--- config.mk ---
export PLATFORM = sky130hd
export DESIGN_NAME = output_bank_sequencer
export DESIGN_NICKNAME = d
export VERILOG_FILES = /design/src/rtl/output_bank_sequencer.sv
export SDC_FILE = /design/constraint.sdc
export NUM_CORES = 1
export LEC_CHECK = 0
export CAP_MARGIN = 20
export CORE_MARGIN = 2
export CORE_UTILIZATION = 58
export DETAILED_ROUTE_END_ITERATION = 7
export PLACE_DENSITY_LB_ADDON = 0.1
export SLEW_MARGIN = 5
export SYNTH_ARGS = -nofsm -noshare
export SYNTH_HDL_FRONTEND = slang
export SYNTH_SLANG_ARGS = --single-unit
export TNS_END_PERCENT = 1
--- constraint.sdc ---
create_clock -name clock -period 5.99 [get_ports clock]
set_clock_uncertainty 0.1 [all_clocks]
set_input_delay 1.198 -clock clock [delete_from_list [all_inputs] [get_ports clock]]
set_output_delay 1.198 -clock clock [all_outputs]
set_load 0.02 [all_outputs]
--- src/rtl/output_bank_sequencer.sv ---
// Output bank sequencer: runs the output store one frame at a time, ping-ponging
// frames between two halves of output memory and tracking which halves hold
// frames the downstream consumer has not yet freed.
module output_bank_sequencer #(
  parameter int unsigned WORDS_PER_FRAME = 2048,
  parameter int unsigned CNT_W           = 12
) (
  input  logic       clock,
  input  logic       reset_n,
  input  logic       frame_req,
  output logic       frame_ack,
  output logic       store_start,
  output logic       store_bank,
  input  logic       store_we,
  input  logic       store_done,
  output logic [1:0] bank_full,
  input  logic [1:0] bank_release,
  output logic       frame_done,
  output logic       release_err
);

  localparam int unsigned NUM_BANKS = 2;
  localparam logic [CNT_W-1:0] LAST_WORD = CNT_W'(WORDS_PER_FRAME - 1);

  typedef enum logic [1:0] {
    IDLE  = 2'd0,
    ARM   = 2'd1,
    RUN   = 2'd2,
    DRAIN = 2'd3
  } state_t;

  state_t               state;
  logic [CNT_W-1:0]     word_cnt;
  logic                 next_bank;
  logic                 frame_end_c;
  logic [NUM_BANKS-1:0] set_mask_c;

  // Last word of the frame is being written on this edge.
  assign frame_end_c = (state == RUN) && store_we && (word_cnt == LAST_WORD);

  // Bank that the completing frame marks as full (empty when no frame completes).
  assign set_mask_c = {frame_end_c & store_bank, frame_end_c & ~store_bank};

  // Frame sequencing: accept a request into a free bank, count store words, drain.
  always_ff @(posedge clock or negedge reset_n) begin
    if (!reset_n) begin
      state       <= IDLE;
      store_start <= 1'b0;
      store_bank  <= 1'b0;
      frame_ack   <= 1'b0;
      frame_done  <= 1'b0;
      word_cnt    <= '0;
      next_bank   <= 1'b0;
    end else begin
      frame_ack  <= 1'b0;
      frame_done <= 1'b0;
      case (state)
        IDLE: begin
          if (frame_req) state <= ARM;
        end
        ARM: begin
          if (!frame_req) begin
            state <= IDLE;
          end else if (!bank_full[next_bank] && store_done) begin
            store_bank  <= next_bank;
            frame_ack   <= 1'b1;
            store_start <= 1'b1;
            word_cnt    <= '0;
            state       <= RUN;
          end
        end
        RUN: begin
          if (store_we) begin
            if (frame_end_c) begin
              store_start <= 1'b0;
              frame_done  <= 1'b1;
              next_bank   <= ~store_bank;
              state       <= DRAIN;
            end else begin
              word_cnt <= word_cnt + CNT_W'(1);
            end
          end
        end
        DRAIN: begin
          if (store_done) state <= IDLE;
        end
        default: state <= IDLE;
      endcase
    end
  end

  // Bank occupancy: frame completion sets, consumer release clears, set wins a tie.
  always_ff @(posedge clock or negedge reset_n) begin
    if (!reset_n) begin
      bank_full   <= '0;
      release_err <= 1'b0;
    end else begin
      bank_full <= (bank_full & ~(bank_release & ~set_mask_c)) | set_mask_c;
      if (|(bank_release & (set_mask_c | ~bank_full))) release_err <= 1'b1;
    end
  end

endmodule

### After elaboration in Yosys (flattened, before gate mapping)

Cells that the tools add are included.

* bits in registers: 22
* bits in latches: 0
* memory bits (writable): 0
* ROM bits: 0
* bits of input ports: 7
* word-level logic and storage cells: 71
* memories: 0

* add/sub/neg operators: 1
* $mul: 0
* div/mod/pow operators: 0
* order comparisons: 1
* equality and inequality tests: 12
* shift operators: 0
* multiplexer cells: 25
* bitwise logic cells: 11
* reduce and logical (&&, ||, !) cells: 12

Operators by type and width (number)
* 12-bit two-way mux: 4
* 12-bit one-hot mux with 2 select lines: 1
* 5-bit AND reduction: 3
* 2-bit != test, second input constant: 7
* 12-bit by 1-bit adder with 12-bit output, second input constant: 1
* 12-bit by 11-bit == test with 1-bit output, second input constant: 1
* 1-bit two-way mux: 12
* 2-bit two-way mux: 6
* 2-bit one-hot mux with 4 select lines: 1
* 2-bit bitwise AND: 3
* 2-bit inverter: 3
* 3-bit AND reduction: 2
* 2-bit == test, second input constant: 2
* 2-bit OR: 2
* 1-bit logical AND: 3
* 3-bit != test, second input constant: 1
* 1-bit bitwise AND: 2
* 2-bit by 1-bit == test with 1-bit output, second input constant: 1
* 2-bit zero test: 1
* 1-bit by 2-bit < comparator with 1-bit output, second input constant: 1
* 1-bit one-hot mux with 2 select lines: 1
* 2-bit nonzero test: 1
* 2-bit OR reduction: 1
* 1-bit zero test: 1
* 1-bit inverter: 1

### Longest topological paths before layout

Gate-level depths: netlist of the first run.

* word-level depth: 9
* depth in mapped cells: 6
* depth with buffers taken out: 5

### Worst setup path before layout of the first run

OpenSTA, ideal clock, no wires.

* path kind: input port to flip-flop
* start: in store_we
* end: reg word_cnt[0]
* library setup time: 0.126 ns
* arrival time: 2.264 ns
* required time: 5.764 ns
* slack: 3.500 ns
* stages: 5
* cell sequence: nand4b_1 or4_1 clkbuf_2 and4b_1 a221o_1

* longest elaborated chain between the ends: 4
* elaborated cells between the ends (all ways): 5
* classes of those cells: eq/ne (2); reduce/logical (3)

RTL lines
* from (decl): line 14 `input logic store_we,`
* 1-bit logical AND (2 in series): line 39 `assign frame_end_c = (state == RUN) && store_we && (word_cnt == LAST_WORD);`
* 2-bit != test (no line)
* 5-bit AND reduction (no line) *
* to (signal assigned): line 80 `word_cnt <= word_cnt + CNT_W'(1);`
* to (decl): line 33 `logic [CNT_W-1:0] word_cnt;`

Mark *: on every way between the ends. The rest lies on a longest branch, timed or not.
A chain may end at the register's enable or synchronous reset.

### Worst setup path in the final report of the first run

Ends and elaborated chain as after synthesis.

==> results of run 1 <==
## state kept, by name, summed over array words and instances, names as in the netlist, named ones only
name,flops
store_bank,1
bank_full,2
next_bank,1
state,1
word_cnt,12
frame_done,1
frame_ack,1
store_start,1
release_err,1
## cells by family (layout without fill, tap and decap cells)
family          count (synthesis)  in the layout  synth area share [%]
simple gates                   55             55                  29.7
compound gates                 27             27                  15.6
flops                          22             22                  48.2
buf+inv                        10             23                  3.72
mux                             2              2                  1.75
fa+ha+maj                       1              1                  1.10
## power groups by stage
stage	sequential, W	combinational [W]	clock [W]
2_1_floorplan	0.000190	0.0000520	0
3_3_place_gp	0.000195	0.0000711	0
3_5_place_dp	0.000196	0.0000742	0
4_1_cts	0.000193	0.0000742	0.0000664
5_1_grt	0.000197	0.0000840	0.0000727
6_report	0.000194	0.0000745	0.0000652
## stage by stage
stage | std cells | worst slack (ns) | total power [W]
5_1_grt | 157 | 3.04 | 0.000354
2_1_floorplan | 117 | 3.50 | 0.000242
6_report | 157 | 3.11 | 0.000334
4_1_cts | 156 | 3.13 | 0.000334
3_5_place_dp | 153 | 2.80 | 0.000270
3_3_place_gp | 153 | 2.87 | 0.000266
## final timing paths
check                            start           to  slack (ns)
hold / removal             release_err  release_err        0.41
setup / recovery              store_we  word_cnt[0]        3.11
hold reg to reg            release_err  release_err        0.41
setup reg to reg           word_cnt[0]  word_cnt[1]        3.85
max in group asynchronous      reset_n  word_cnt[8]        4.29
min in group asynchronous      reset_n  word_cnt[5]        1.07
## routing by layer
layer  up-vias  part of all wire, %  routed length (µm)  GRT usage, %
met4         0                  2.0                  48          11.0
li1        468                    -                   -             -
met3         5                  4.5                 105          4.01
met1       479                   45                1060          31.8
met2        32                   48                1140          39.4
met5         -                    0                   0             0
## worst max-delay path, stage by stage
cell and delay (ns):
clkdlybuf4s50_1 0.56, nand4b_1 0.15, or4_1 0.55, and4b_1 0.27
a221o_1 0.25
## placed cells by master (no fill, tap or decap), types with 2 or more instances in the layout
master and count:
mux2i_1 2, nand2_1 19, and2b_1 2, o21ai_0 5
or3_1 2, o22ai_1 2, nand3_1 4, o211ai_1 2
clkdlybuf4s50_1 13, nand4b_1 3, and4b_1 3, inv_1 6
nor3_1 2, or4_1 4, nor4_1 3, nand2b_1 2
a21oi_1 6, clkbuf_4 3, a31oi_1 2, o31ai_1 4
dfrtp_1 22, nor2_1 2
## layout make-up
cell class	count	share of cell area, %
Sequential cell	22	41.6
Multi-Input combinational cell	85	41.5
Timing Repair Buffer	14	11.0
Tap cell	27	2.55
Clock buffer	3	1.70
Inverter	6	1.70
==> results.py, run 1 <==
metrics = {
    "flow_run": {
        "maxCapViolations": 0,
    },
    "sta": {
        "timing.final.crit_share_pct": 48.0,
        "clock.fmax_mhz": 348,
        "holdWs_ns": 0.408,
        "slew_headroom_pct": 41.9,
        "setup_tns_ns": 0,
        "setup_viol_count_final": 0,
        "rsz0062_at_grt": "false",
        "slew_viol_final": 0,
        "period_needed_ns": 2.88,
        "worst_pin_slew_ns": 0.863,
        "hold_violations": 0,
    },
    "route": {
        "wire_per_inst_um": 15.0,
        "drt_iter0_drc": 24,
        "drc": 0,
        "ant_nets": 0,
        "viasPerCell": 6.27,
        "drt_wl_total_um": 2350,
        "vias": 984,
        "drtPass1Iterations": 4,
    },
    "clock_tree": {
        "clockRootBuffer": "clkbuf_4",
        "cts.clk_slew.worst_paths_ns": 0.11,
        "clk_latency_ns": 0.30,
        "htreeDepth": 1,
        "clockBufferDepth": 2,
        "cts.sinks": 22,
        "cts_tree": "done",
        "hold_buffers": 0,
        "ctsResizeCount": 0,
        "cts_setup_buffers": 0,
        "numCtsBuffers": 3,
    },
    "grt": {
        "grt_first_pass_wirelength_um": 4350,
        "gr-total-overflow": 0,
        "grt_pass1_vias": 968,
        "grt_usage_pct": 24.1,
        "antenna_found_initial": 0,
        "grt_max_degree": 23,
    },
    "placed_design": {
        "gp_congestion": 0.942,
        "port-buffer-count": 13,
        "hpwl_um": 1750,
        "place_area_mm2": 0.00129,
    },
    "synth": {
        "async_flop_share_pct": 100,
        "synth_edf_count": 0,
        "synthCells": 117,
        "yosysWarnings": 0,
        "synth_commonest_cells": "22 x dfrtp_1, 19 x nand2_1, 6 x a21oi_1, 6 x inv_1, 5 x o21ai_0",
        "syn-num-nets": 125,
        "synth_flop_cell": "dfrtp_1",
        "yosys.area.top_type": "dfrtp_1",
        "avgSynthCellArea_um2": 9.76,
        "ys_seq_area_share_pct": 48.2,
        "ys_ff_latch": 22,
        "synth_top_cell_area_share_pct": 48.2,
        "synthTopCellsByArea": "dfrtp_1 48%, nand2_1 6.2%, a21oi_1 2.6%, and4b_1 2.6%, o31ai_1 2.6%",
        "synth.most_common_cell": "dfrtp_1",
        "netlist_area_mm2": 0.00114,
        "synth.distinct_cells": 39,
    },
    "layout": {
        "synthToLayoutAreaGrowth_pct": 15.9,
        "fin_nets": 140,
        "design_area_mm2": 0.00132,
        "fin_util_pct": 69.6,
        "drive_above_1_share_pct": 6.92,
        "ff_latch_area_um2": 551,
        "fillers": 146,
        "n_antenna_cell": 0,
        "multi_input_area_um2": 549,
    },
    "worst_setup_path": {
        "arrival_ns": 2.98,
        "critPathCaptureType": "register",
        "critPathRequiredTime_ns": 6.09,
        "start_kind": "input pin",
        "critPathKind": "input pin to register",
        "cp_max_fo": 7,
        "rr_worst_depth": 5,
    },
    "die": {
        "ioPinCount": 14,
        "die_w_um": 48.4,
        "fp.dieH_um": 48.4,
        "initial_utilization_pct": 60.1,
        "die_area_mm2": 0.00234,
        "rows": 16,
        "core_mm2": 0.00190,
    },
    "worst_hold_path": {
        "hold_class": "register to register",
        "min_path_cells": 2,
    },
    "pwr": {
        "clockPowerShare_pct": 19.5,
        "power.internal_w": 0.000228,
        "p_sw_share_pct": 31.9,
        "net-switching-power_w": 0.000106,
        "cellLeakagePower_nw": 0.562,
        "seqPwrFrac_pct": 58.2,
        "powerDensity_mw_per_mm2": 252,
        "vdd_ir_drop_max_mv": 0.187,
        "p_comb_share_pct": 22.3,
    },
    "run_status": {
        "status": "finished, final reports clean",
    },
}
Power figures use the tool's default switching activity.
==> run 2, diff against run 1 <==
--- a/config.mk
+++ b/config.mk
@@ -7,7 +7,7 @@
 export LEC_CHECK = 0
 export CAP_MARGIN = 20
 export CORE_MARGIN = 2
-export CORE_UTILIZATION = 58
+export CORE_UTILIZATION = 48
 export DETAILED_ROUTE_END_ITERATION = 7
 export PLACE_DENSITY_LB_ADDON = 0.1
 export SLEW_MARGIN = 5
==> constraint.sdc (replaced) <==
create_clock -name clock -period 2.6 [get_ports clock]
set_clock_uncertainty 0.1 [all_clocks]
set_input_delay 0.52 -clock clock [delete_from_list [all_inputs] [get_ports clock]]
set_output_delay 0.52 -clock clock [all_outputs]
set_load 0.02 [all_outputs]
==> run 2 against run 1 <==
Global-route usage down 3.5 points. Count of clock-buffer cells in the layout unchanged. Routed wire length up 0.98%. Total power rose to 2.6 times the previous value. Worst hold slack worse by 0.011 ns. Non-clock buffer count up 5. Largest cell class unchanged.
==> results.py, run 2 (synthesis gave the netlist of run 1 again) <==
metrics = {
    "clock_tree": {
        "hold_buffers": 0,
        "clk_latency_ns": 0.30,
        "clockBufferDepth": 2,
        "cts.clk_slew.worst_paths_ns": 0.12,
        "htreeDepth": 1,
        "clockRootBuffer": "clkbuf_4",
        "numCtsBuffers": 3,
        "cts_setup_buffers": 0,
        "cts.sinks": 22,
        "ctsResizeCount": 0,
        "cts_tree": "done",
    },
    "grt": {
        "grt_max_degree": 23,
        "grt_first_pass_wirelength_um": 4250,
        "antenna_found_initial": 0,
        "grt_usage_pct": 20.6,
        "gr-total-overflow": 0,
        "grt_pass1_vias": 930,
    },
    "route": {
        "vias": 951,
        "drt_wl_total_um": 2370,
        "drt_iter0_drc": 20,
        "drc": 0,
        "viasPerCell": 5.80,
        "drtPass1Iterations": 4,
        "wire_per_inst_um": 14.5,
        "ant_nets": 0,
    },
    "pwr": {
        "cellLeakagePower_nw": 0.599,
        "totalPowerFinal_w": 0.000880,
        "net-switching-power_w": 0.000249,
        "seqPwrFrac_pct": 50.8,
        "powerDensity_mw_per_mm2": 635,
        "power.internal_w": 0.000631,
        "clockPowerShare_pct": 29.2,
        "p_sw_share_pct": 28.3,
        "p_comb_share_pct": 20.0,
        "vdd_ir_drop_max_mv": 0.488,
    },
    "sta": {
        "slew_headroom_pct": 71.4,
        "holdWs_ns": 0.397,
        "slew_viol_final": 0,
        "timing.final.crit_share_pct": 78.4,
        "rsz0062_at_grt": "false",
        "clock.fmax_mhz": 491,
        "worst_pin_slew_ns": 0.425,
        "setup_viol_count_final": 0,
        "setup_tns_ns": 0,
        "hold_violations": 0,
        "timing.final.ws_setup_ns": 0.562,
        "period_needed_ns": 2.04,
    },
    "worst_setup_path": {
        "critPathCaptureType": "register",
        "slowest_delay_ns": 0.56,
        "slowest_stage": "clkdlybuf4s50_1",
        "path_cells": "clkdlybuf4s50_1 > nand4b_1 > or2_2 > or3_2 > a21oi_1",
        "start_kind": "input pin",
        "critPathKind": "input pin to register",
        "critPathRequiredTime_ns": 2.73,
        "cp_max_fo": 7,
        "arrival_ns": 2.17,
    },
    "placed_design": {
        "pre_cts_ws_ns": 0.245,
        "dp_cells": 160,
        "gp_congestion": 0.893,
        "hpwl_um": 1820,
        "port-buffer-count": 13,
    },
    "layout": {
        "fillers": 200,
        "fin_nets": 145,
        "largestRegisters": "word_cnt x12, bank_full x2",
        "drive_above_1_share_pct": 11.0,
        "synthToLayoutAreaGrowth_pct": 21.2,
        "layout_common_cells": "22 x dfrtp_1, 19 x nand2_1, 13 x clkdlybuf4s50_1",
        "ff_latch_area_um2": 551,
        "largest_register_ffs": 12,
        "final_common_cell": "dfrtp_1",
        "finalNonFillerCells": 164,
        "largest-register": "word_cnt",
        "n_antenna_cell": 0,
        "multi_input_area_um2": 549,
    },
    "worst_hold_path": {
        "hold_class": "register to register",
    },
    "flow_run": {
        "maxCapViolations": 0,
    },
    "die": {
        "rows": 17,
        "die_w_um": 52.8,
        "fp.dieH_um": 52.8,
        "ioPinCount": 14,
        "core_mm2": 0.00223,
        "initial_utilization_pct": 51.1,
        "die_area_mm2": 0.00279,
    },
    "run_status": {
        "status": "finished, final reports clean",
    },
}
## run 2: changes by cell type in the layout (fill, tap and decap cells not counted), sizes merged
| cell | previous run | this run |
|---|---|---|
| bufinv | 0 | 1 |
| buf | 1 | 6 |
## run 2: layer usage
metal  up-vias  routed length (µm)  global-route usage [%]
met5         -                   0                       0
met3         2                  41                    2.57
met4         0                  14                    5.13
li1        479                   -                       -
met2         7                1130                    33.1
met1       463                1180                    29.3
## run 2: worst max-delay path: cells and delay by family
| family | cells | cell delay, ns |
|---|---|---|
| buffers and inverters | 1 | 0.56 |
| AND/OR/NAND/NOR | 3 | 0.94 |
| AO/OA/AOI/OAI | 1 | 0.15 |
## run 2: area by class of cell
type,instances,area share (%)
Clock buffer,3,1.63
Multi-Input combinational cell,85,39.7
Timing Repair Buffer,19,12.6
Tap cell,28,2.53
Clock inverter,1,2.17
Inverter,6,1.63
Sequential cell,22,39.7
## run 2: path summary, 6_finish.rpt
| path | endpoint | cells after the start | startpoint | slack [ns] |
|---|---|---|---|---|
| setup / recovery | word_cnt[7] | 5 | store_we | 0.56 |
| hold / removal | store_start | 2 | store_start | 0.40 |
| setup reg to reg | word_cnt[0] | 4 | word_cnt[11] | 0.65 |
| hold reg to reg | store_start | 2 | store_start | 0.40 |
| max in group asynchronous | release_err | 2 | reset_n | 1.74 |
| min in group asynchronous | word_cnt[4] | 2 | reset_n | 0.45 |
## run 2: power groups by stage
stage / logic [W] / registers (W) / clock network (W)
after global routing: 0.000201 / 0.000455 / 0.000280
after floorplan: 0.000120 / 0.000437 / 0
after detailed placement: 0.000177 / 0.000451 / 0
after CTS: 0.000178 / 0.000444 / 0.000267
final: 0.000176 / 0.000447 / 0.000257
after global placement: 0.000173 / 0.000451 / 0
## run 2: stage by stage
step	instance area (µm²)	utilization [%]
6_report	1390	62.0
5_1_grt	1390	62.0
4_1_cts	1390	62.0
3_5_place_dp	1330	59.7
3_3_place_gp	1330	59.7
2_1_floorplan	1140	-
